## src/rtl/mem_access_stage_pkg.sv

```systemverilog
// rtl/mem_access_stage_pkg.sv - shared bundle types, FSM states and decode constants for the memory stage
package mem_access_stage_pkg;

    localparam logic [6:0] OPC_LOAD = 7'b0000011;

    localparam logic [2:0] F3_B  = 3'b000;
    localparam logic [2:0] F3_H  = 3'b001;
    localparam logic [2:0] F3_W  = 3'b010;
    localparam logic [2:0] F3_BU = 3'b100;
    localparam logic [2:0] F3_HU = 3'b101;

    typedef enum logic [1:0] {IDLE, REQ, WAIT, DONE} mem_state_e;

    typedef struct packed {
        logic [31:0] ALUResult;
        logic [31:0] RD2;
        logic [31:0] instr;
        logic [4:0]  A3;
        logic        RegW;
        logic        MemW;
        logic [1:0]  ResultSelect;
        logic [31:0] PC4;
    } Execute_Bundle;

    typedef struct packed {
        logic [31:0] Result;
        logic [4:0]  A3;
        logic        RegW;
        logic [1:0]  ResultSelect;
        logic [31:0] PC4;
        logic [31:0] instr;
        logic        misaligned;
        logic        bus_error;
    } Memory_Bundle;

    // Unsigned widths only exist for loads; undefined funct3 is reported as misaligned.
    function automatic logic access_ok(input logic [2:0] f3, input logic [1:0] addr_lo,
                                       input logic is_store);
        case (f3)
            F3_B:    access_ok = 1'b1;
            F3_H:    access_ok = ~addr_lo[0];
            F3_W:    access_ok = (addr_lo == 2'b00);
            F3_BU:   access_ok = ~is_store;
            F3_HU:   access_ok = ~is_store & ~addr_lo[0];
            default: access_ok = 1'b0;
        endcase
    endfunction

endpackage

```

## src/rtl/mem_access_stage_load_align.sv

```systemverilog
// rtl/mem_access_stage_load_align.sv - selects the addressed byte/halfword of a load word and extends it
module mem_access_stage_load_align
    import mem_access_stage_pkg::*;
(
    input  logic [31:0] i_rdata,
    input  logic [1:0]  i_addr_lo,
    input  logic [2:0]  i_funct3,
    output logic [31:0] o_result
);

    logic [7:0]  w_byte;
    logic [15:0] w_half;

    assign w_byte = i_rdata[{i_addr_lo, 3'b000} +: 8];
    assign w_half = i_rdata[{i_addr_lo[1], 4'b0000} +: 16];

    always_comb begin
        case (i_funct3)
            F3_B:    o_result = {{24{w_byte[7]}}, w_byte};
            F3_BU:   o_result = {24'b0, w_byte};
            F3_H:    o_result = {{16{w_half[15]}}, w_half};
            F3_HU:   o_result = {16'b0, w_half};
            default: o_result = i_rdata;
        endcase
    end

endmodule

```

## src/rtl/mem_access_stage.sv

```systemverilog
// rtl/mem_access_stage.sv - memory stage: load/store over a valid/ready dmem port, registered Memory_Bundle out
module mem_access_stage
    import mem_access_stage_pkg::*;
#(
    parameter int RSP_TIMEOUT = 255
) (
    input  logic          clk,
    input  logic          rst,
    input  Execute_Bundle EB,
    input  logic          in_valid,
    output logic          stall,
    output logic          dmem_req_valid,
    input  logic          dmem_req_ready,
    output logic [31:0]   dmem_addr,
    output logic          dmem_we,
    output logic [3:0]    dmem_be,
    output logic [31:0]   dmem_wdata,
    input  logic          dmem_rsp_valid,
    input  logic [31:0]   dmem_rdata,
    output Memory_Bundle  MB,
    output logic          out_valid
);

    localparam int CW = (RSP_TIMEOUT < 2) ? 1 : $clog2(RSP_TIMEOUT);
    localparam logic [CW-1:0] CNT_LAST = CW'(RSP_TIMEOUT - 1);

    mem_state_e   r_state;
    Memory_Bundle r_pend;
    Memory_Bundle r_mb;
    logic [CW-1:0] r_cnt;
    logic         r_stall;
    logic         r_req_valid;
    logic [31:0]  r_addr;
    logic         r_we;
    logic [3:0]   r_be;
    logic [31:0]  r_wdata;
    logic         r_out_valid;

    logic [2:0]   w_f3;
    logic         w_is_load;
    logic         w_is_store;
    logic         w_is_mem;
    logic         w_ok;
    logic [3:0]   w_be;
    logic [31:0]  w_wdata;
    logic [31:0]  w_load_result;
    Memory_Bundle w_eb_mb;

    assign w_f3       = EB.instr[14:12];
    assign w_is_load  = (EB.instr[6:0] == OPC_LOAD);
    assign w_is_store = EB.MemW;
    assign w_is_mem   = w_is_load | w_is_store;
    assign w_ok       = access_ok(w_f3, EB.ALUResult[1:0], w_is_store);

    always_comb begin
        w_eb_mb = '{Result: EB.ALUResult, A3: EB.A3, RegW: EB.RegW,
                    ResultSelect: EB.ResultSelect, PC4: EB.PC4, instr: EB.instr,
                    misaligned: 1'b0, bus_error: 1'b0};
    end

    // Store data is replicated across every lane so the memory only has to honour byte enables.
    always_comb begin
        w_be    = 4'b1111;
        w_wdata = EB.RD2;
        if (w_is_store) begin
            case (w_f3)
                F3_B: begin
                    w_be    = 4'b0001 << EB.ALUResult[1:0];
                    w_wdata = {4{EB.RD2[7:0]}};
                end
                F3_H: begin
                    w_be    = EB.ALUResult[1] ? 4'b1100 : 4'b0011;
                    w_wdata = {2{EB.RD2[15:0]}};
                end
                default: ;
            endcase
        end
    end

    mem_access_stage_load_align u_load_align (
        .i_rdata   (dmem_rdata),
        .i_addr_lo (r_pend.Result[1:0]),
        .i_funct3  (r_pend.instr[14:12]),
        .o_result  (w_load_result)
    );

    always_ff @(posedge clk) begin
        if (rst) begin
            r_state     <= IDLE;
            r_pend      <= '0;
            r_mb        <= '0;
            r_cnt       <= '0;
            r_stall     <= 1'b0;
            r_req_valid <= 1'b0;
            r_addr      <= '0;
            r_we        <= 1'b0;
            r_be        <= 4'b0000;
            r_wdata     <= '0;
            r_out_valid <= 1'b0;
        end else begin
            r_out_valid <= 1'b0;
            case (r_state)
                IDLE: begin
                    if (in_valid) begin
                        r_pend <= w_eb_mb;
                        r_cnt  <= '0;
                        if (w_is_mem && w_ok) begin
                            r_state     <= REQ;
                            r_stall     <= 1'b1;
                            r_req_valid <= 1'b1;
                            r_addr      <= {EB.ALUResult[31:2], 2'b00};
                            r_we        <= w_is_store;
                            r_be        <= w_be;
                            r_wdata     <= w_wdata;
                        end else begin
                            r_mb            <= w_eb_mb;
                            r_mb.RegW       <= EB.RegW & ~w_is_mem;
                            r_mb.misaligned <= w_is_mem;
                            r_out_valid     <= 1'b1;
                        end
                    end
                end
                REQ: begin
                    // A response arriving alongside acceptance is ignored; only WAIT samples rsp_valid.
                    if (dmem_req_ready) begin
                        r_req_valid <= 1'b0;
                        if (r_we) begin
                            r_state     <= DONE;
                            r_stall     <= 1'b0;
                            r_mb        <= r_pend;
                            r_out_valid <= 1'b1;
                        end else begin
                            r_state <= WAIT;
                        end
                    end
                end
                WAIT: begin
                    if (dmem_rsp_valid) begin
                        r_state       <= DONE;
                        r_stall       <= 1'b0;
                        r_mb          <= r_pend;
                        r_mb.Result   <= w_load_result;
                        r_out_valid   <= 1'b1;
                    end else if (r_cnt == CNT_LAST) begin
                        r_state      <= DONE;
                        r_stall      <= 1'b0;
                        r_mb         <= r_pend;
                        r_mb.Result  <= '0;
                        r_mb.RegW    <= 1'b0;
                        r_mb.bus_error <= 1'b1;
                        r_out_valid  <= 1'b1;
                    end else begin
                        r_cnt <= r_cnt + 1'b1;
                    end
                end
                DONE: begin
                    r_state <= IDLE;
                end
                default: r_state <= IDLE;
            endcase
        end
    end

    assign stall          = r_stall;
    assign dmem_req_valid = r_req_valid;
    assign dmem_addr      = r_addr;
    assign dmem_we        = r_we;
    assign dmem_be        = r_be;
    assign dmem_wdata     = r_wdata;
    assign MB             = r_mb;
    assign out_valid      = r_out_valid;

endmodule
```

## config.mk

```make
export PLATFORM = sky130hd
export DESIGN_NAME = mem_access_stage
export DESIGN_NICKNAME = d
export VERILOG_FILES = /design/src/rtl/mem_access_stage_pkg.sv /design/src/rtl/mem_access_stage_load_align.sv /design/src/rtl/mem_access_stage.sv
export SDC_FILE = /design/constraint.sdc
export NUM_CORES = 1
export LEC_CHECK = 0
export ABC_AREA = 0
export BUFFER_PORTS_ARGS = -buffer_cell sky130_fd_sc_hd__buf_4
export CAP_MARGIN = 40
export CORE_UTILIZATION = 40
export DETAILED_ROUTE_END_ITERATION = 6
export GPL_ROUTABILITY_DRIVEN = 1
export PLACE_DENSITY = 0.74
export RECOVER_POWER = 100
export SLEW_MARGIN = 25
export SYNTH_ARGS = -nofsm -noshare
export SYNTH_HDL_FRONTEND = slang
export SYNTH_SLANG_ARGS = --single-unit
export TNS_END_PERCENT = 10
```

## constraint.sdc

```tcl
create_clock -name clk -period 3 [get_ports clk]
set_clock_uncertainty 0.05 [all_clocks]
set_input_delay 0.15 -clock clk [delete_from_list [all_inputs] [get_ports clk]]
set_output_delay 0.15 -clock clk [all_outputs]
set_load 0.01 [all_outputs]
```

==> results.sh <==
export IMPL_outcome="finished, final reports clean"
export IMPL_synth_edf_count=0
export IMPL_vdd_drop_max_mv=0.3551
export IMPL_place_area_sq_um=15360
export IMPL_placementRows=64
export IMPL_cp_end_kind="register"
export IMPL_ant_nets=0
export IMPL_rsz0062_at_grt="false"
export IMPL_layout_cells_most_common="nand2_1"
export IMPL_chipHeight_um=178.0
export IMPL_post_cts_setup_buffers=0
export IMPL_crit_type="in -> reg"
export IMPL_max_freq_mhz=350.1
export IMPL_worst_pin_slew_ns=0.8671
export IMPL_fin_area_sq_um=17170
export IMPL_crit_fanout=22
export IMPL_final_layout_size_suffix_gt1_share_pct=14.19
export IMPL_slew_headroom_pct=41.56
export IMPL_syn_inst=1506
export IMPL_hold_depth=3
export IMPL_reg2reg_to="MB[6]"
export IMPL_yosysWarnings=0
export IMPL_fin_crit_sh_pct=95.21
export IMPL_h_tree_depth=2
export IMPL_r2r_worst_path_cells=8
export IMPL_detail_route_wirelength_mm=45.02
export IMPL_via_per_inst=5.653
export IMPL_synth_area_sq_um=12390
export IMPL_cp_arrival_ns=3.20
export IMPL_ys_ff_latch=290
export IMPL_hold_violations=0
export IMPL_r2r_start="r_state[1]"
export IMPL_drc=0
export IMPL_min_path_type="in -> reg"
export IMPL_layout_common_cells="nand2_1, dfxtp_1, a21oi_1"
export IMPL_nets=2102
export IMPL_finalSetupTns_ns=0
export IMPL_grt_pass1_vias=12594
export IMPL_dr_total_vias=13239
export IMPL_start_util_pct=40.60
export IMPL_synth_adder_area_share_pct=0.6061
export IMPL_synth_area_mux_share_pct=2.394
export IMPL_clk_pin_slew_worst_paths_ns=0.06
export IMPL_clock_path_buffers=3
export IMPL_wl_per_cell_um=19.22
export IMPL_fin_crit_ns=2.856
export IMPL_slew_violations=0
export IMPL_grt_start_max_net_pins=149
export IMPL_ios=352
export IMPL_clockRootBuffer="clkbuf_16"
export IMPL_syn2layout_area_growth_pct=38.59
export IMPL_setup_viol=0
export IMPL_cts_tree="built"
export IMPL_dr_pass1_iters=5
export IMPL_synth_async_reset_ratio_pct=0
export IMPL_hold_buffers=140
export IMPL_cts_resized=0
export IMPL_drt_iter0_drc=1141
export IMPL_synth_ff_type="dfxtp_1"
export IMPL_die_w_um=178.0
export IMPL_grt_pass1_wl_mm=69.04
export IMPL_synthXorXnorAreaFrac_pct=0.2121
export IMPL_critPathLaunchType="primary input"
export IMPL_dieArea_sq_um=31680
export IMPL_io_buffers=349
export IMPL_synth_simple_area_share_pct=15.18
export IMPL_nFillCells=2747
export IMPL_track_usage_pct=27.54
export IMPL_grt_overflow=0
export IMPL_ys_top_cells_by_area="dfxtp_1, nand2_1, a21oi_1"
export IMPL_synth_compound_area_share_pct=29.67
export IMPL_antenna_found_initial=1
export IMPL_critPathRequiredTime_ns=3.34
export IMPL_hpwl_mm=28.87
export IMPL_synth_cell_type_count=62
export IMPL_p_leak_nw=6.561
export IMPL_syn_mean_instance_area_sq_um=8.225
export IMPL_synth_top_family_by_area="compound AO/OA/AOI/OAI gates"
export IMPL_synth_top_cell_area_share_pct=46.87
export IMPL_core_sq_um=30510
export IMPL_cts_sinks=290
export IMPL_min_from="dmem_rdata[19]"
export IMPL_rrSetupSlack_ns=0.23
export IMPL_min_to="MB[93]"
export IMPL_gp_congestion=0.8909
export IMPL_power_density_nw_per_um2=692.3
export IMPL_clk_latency_ns=0.51
export IMPL_yosysTopAreaCell="dfxtp_1"
export IMPL_drv_cap=0
export IMPL_ys_seq_area_share_pct=46.87
export IMPL_cts_made_buffers=34
## power by group
| group | switching [mW] | total, mW | internal, mW |
|---|---|---|---|
| Clock | 1.63 | 4.10 | 2.47 |
| Sequential | 0.301 | 4.67 | 4.37 |
| Combinational | 1.92 | 3.11 | 1.20 |
| Total | 3.85 | 11.9 | 8.04 |
## cells in the mapped netlist (3+ instances only)
| library cell | count |
|---|---|
| a311oi_1 | 5 |
| buf_2 | 13 |
| nor2b_1 | 11 |
| nand2b_1 | 6 |
| nand3_1 | 7 |
| xnor2_1 | 3 |
| a41o_1 | 4 |
| a211oi_1 | 112 |
| mux2_2 | 3 |
| nand2_1 | 368 |
| a21oi_1 | 255 |
| buf_1 | 5 |
| mux2i_1 | 24 |
| dfxtp_1 | 290 |
| o21bai_1 | 3 |
| a31oi_1 | 4 |
| ha_1 | 6 |
| a32o_1 | 21 |
| o21ai_0 | 14 |
| inv_1 | 17 |
| a221o_1 | 17 |
| a2bb2oi_1 | 5 |
| nor2_1 | 38 |
| clkbuf_1 | 122 |
| o31ai_1 | 3 |
| a22oi_1 | 73 |
| and3_1 | 10 |
| o211ai_1 | 20 |
## through the flow
stage	hold slack, ns	util, %	worst slack [ns]	power, mW	instances
global placement	0.3599	50.36	0.3529	7.901	2142
CTS	0.001314	58.61	0.2503	12.20	2341
global route	0.01351	56.27	0.07333	12.43	2342
floorplan	0.2360	-	0.6428	6.489	1507
finish	0.01568	56.27	0.1437	11.88	2342
detailed placement	0.3652	50.36	0.2582	7.973	2142
## layer usage
layer / up-vias / track usage, % / wire [um]
li1: 6230 / - / -
met1: 6205 / 35.33 / 18400
met2: 655 / 44.18 / 20530
met3: 149 / 4.710 / 3419
met4: 0 / 14.46 / 2669
met5: - / 0 / 0
## worst max path at each step
stage                     cells after the start       start      end
after global routing                          9      EB[44]  MB[103]
after CTS                                     8  r_state[1]   MB[28]
after floorplan                               8  r_state[0]   MB[81]
final                                         9      EB[45]  MB[103]
after detailed placement                      8  r_state[1]   MB[28]
after global placement                        8  r_state[1]   MB[60]
## final cells by class
type,count,area (sq um),area share (%)
clock buffers,50,1032,6.013
repair buffers,521,3684,21.46
clock inverters,9,83.83,0.4883
multi-input cells,1057,5996,34.93
diodes,1,2.502,0.01458
flip-flops and latches,290,5806,33.82
inverters,18,67.56,0.3936
well taps,396,495.5,2.886
## critical path: stages
cell and delay (ns):
dlygate4sd3_1 0.55, buf_4 0.15, nor4_1 0.55, buf_4 0.22, a41o_1 0.30, and3_1 0.39
nor4_1 0.11, clkbuf_2 0.39, a32o_1 0.37
## cells by family after synthesis
family                   after synthesis
other                                  1
multiplexers                          28
buffers and inverters                160
XOR/XNOR                               3
flip-flops                           290
AO/OA/AOI/OAI                        558
adder cells (fa/ha/maj)                6
AND/OR/NAND/NOR                      460
## registers in the layout (all words and copies together) (netlist names), 2 cells and up
register,cells
dmem_addr,30
dmem_be,4
MB,106
r_state,2
r_pend,104
r_cnt,8
dmem_wdata,32
Note: power is estimated with default switching activity, not from simulation.
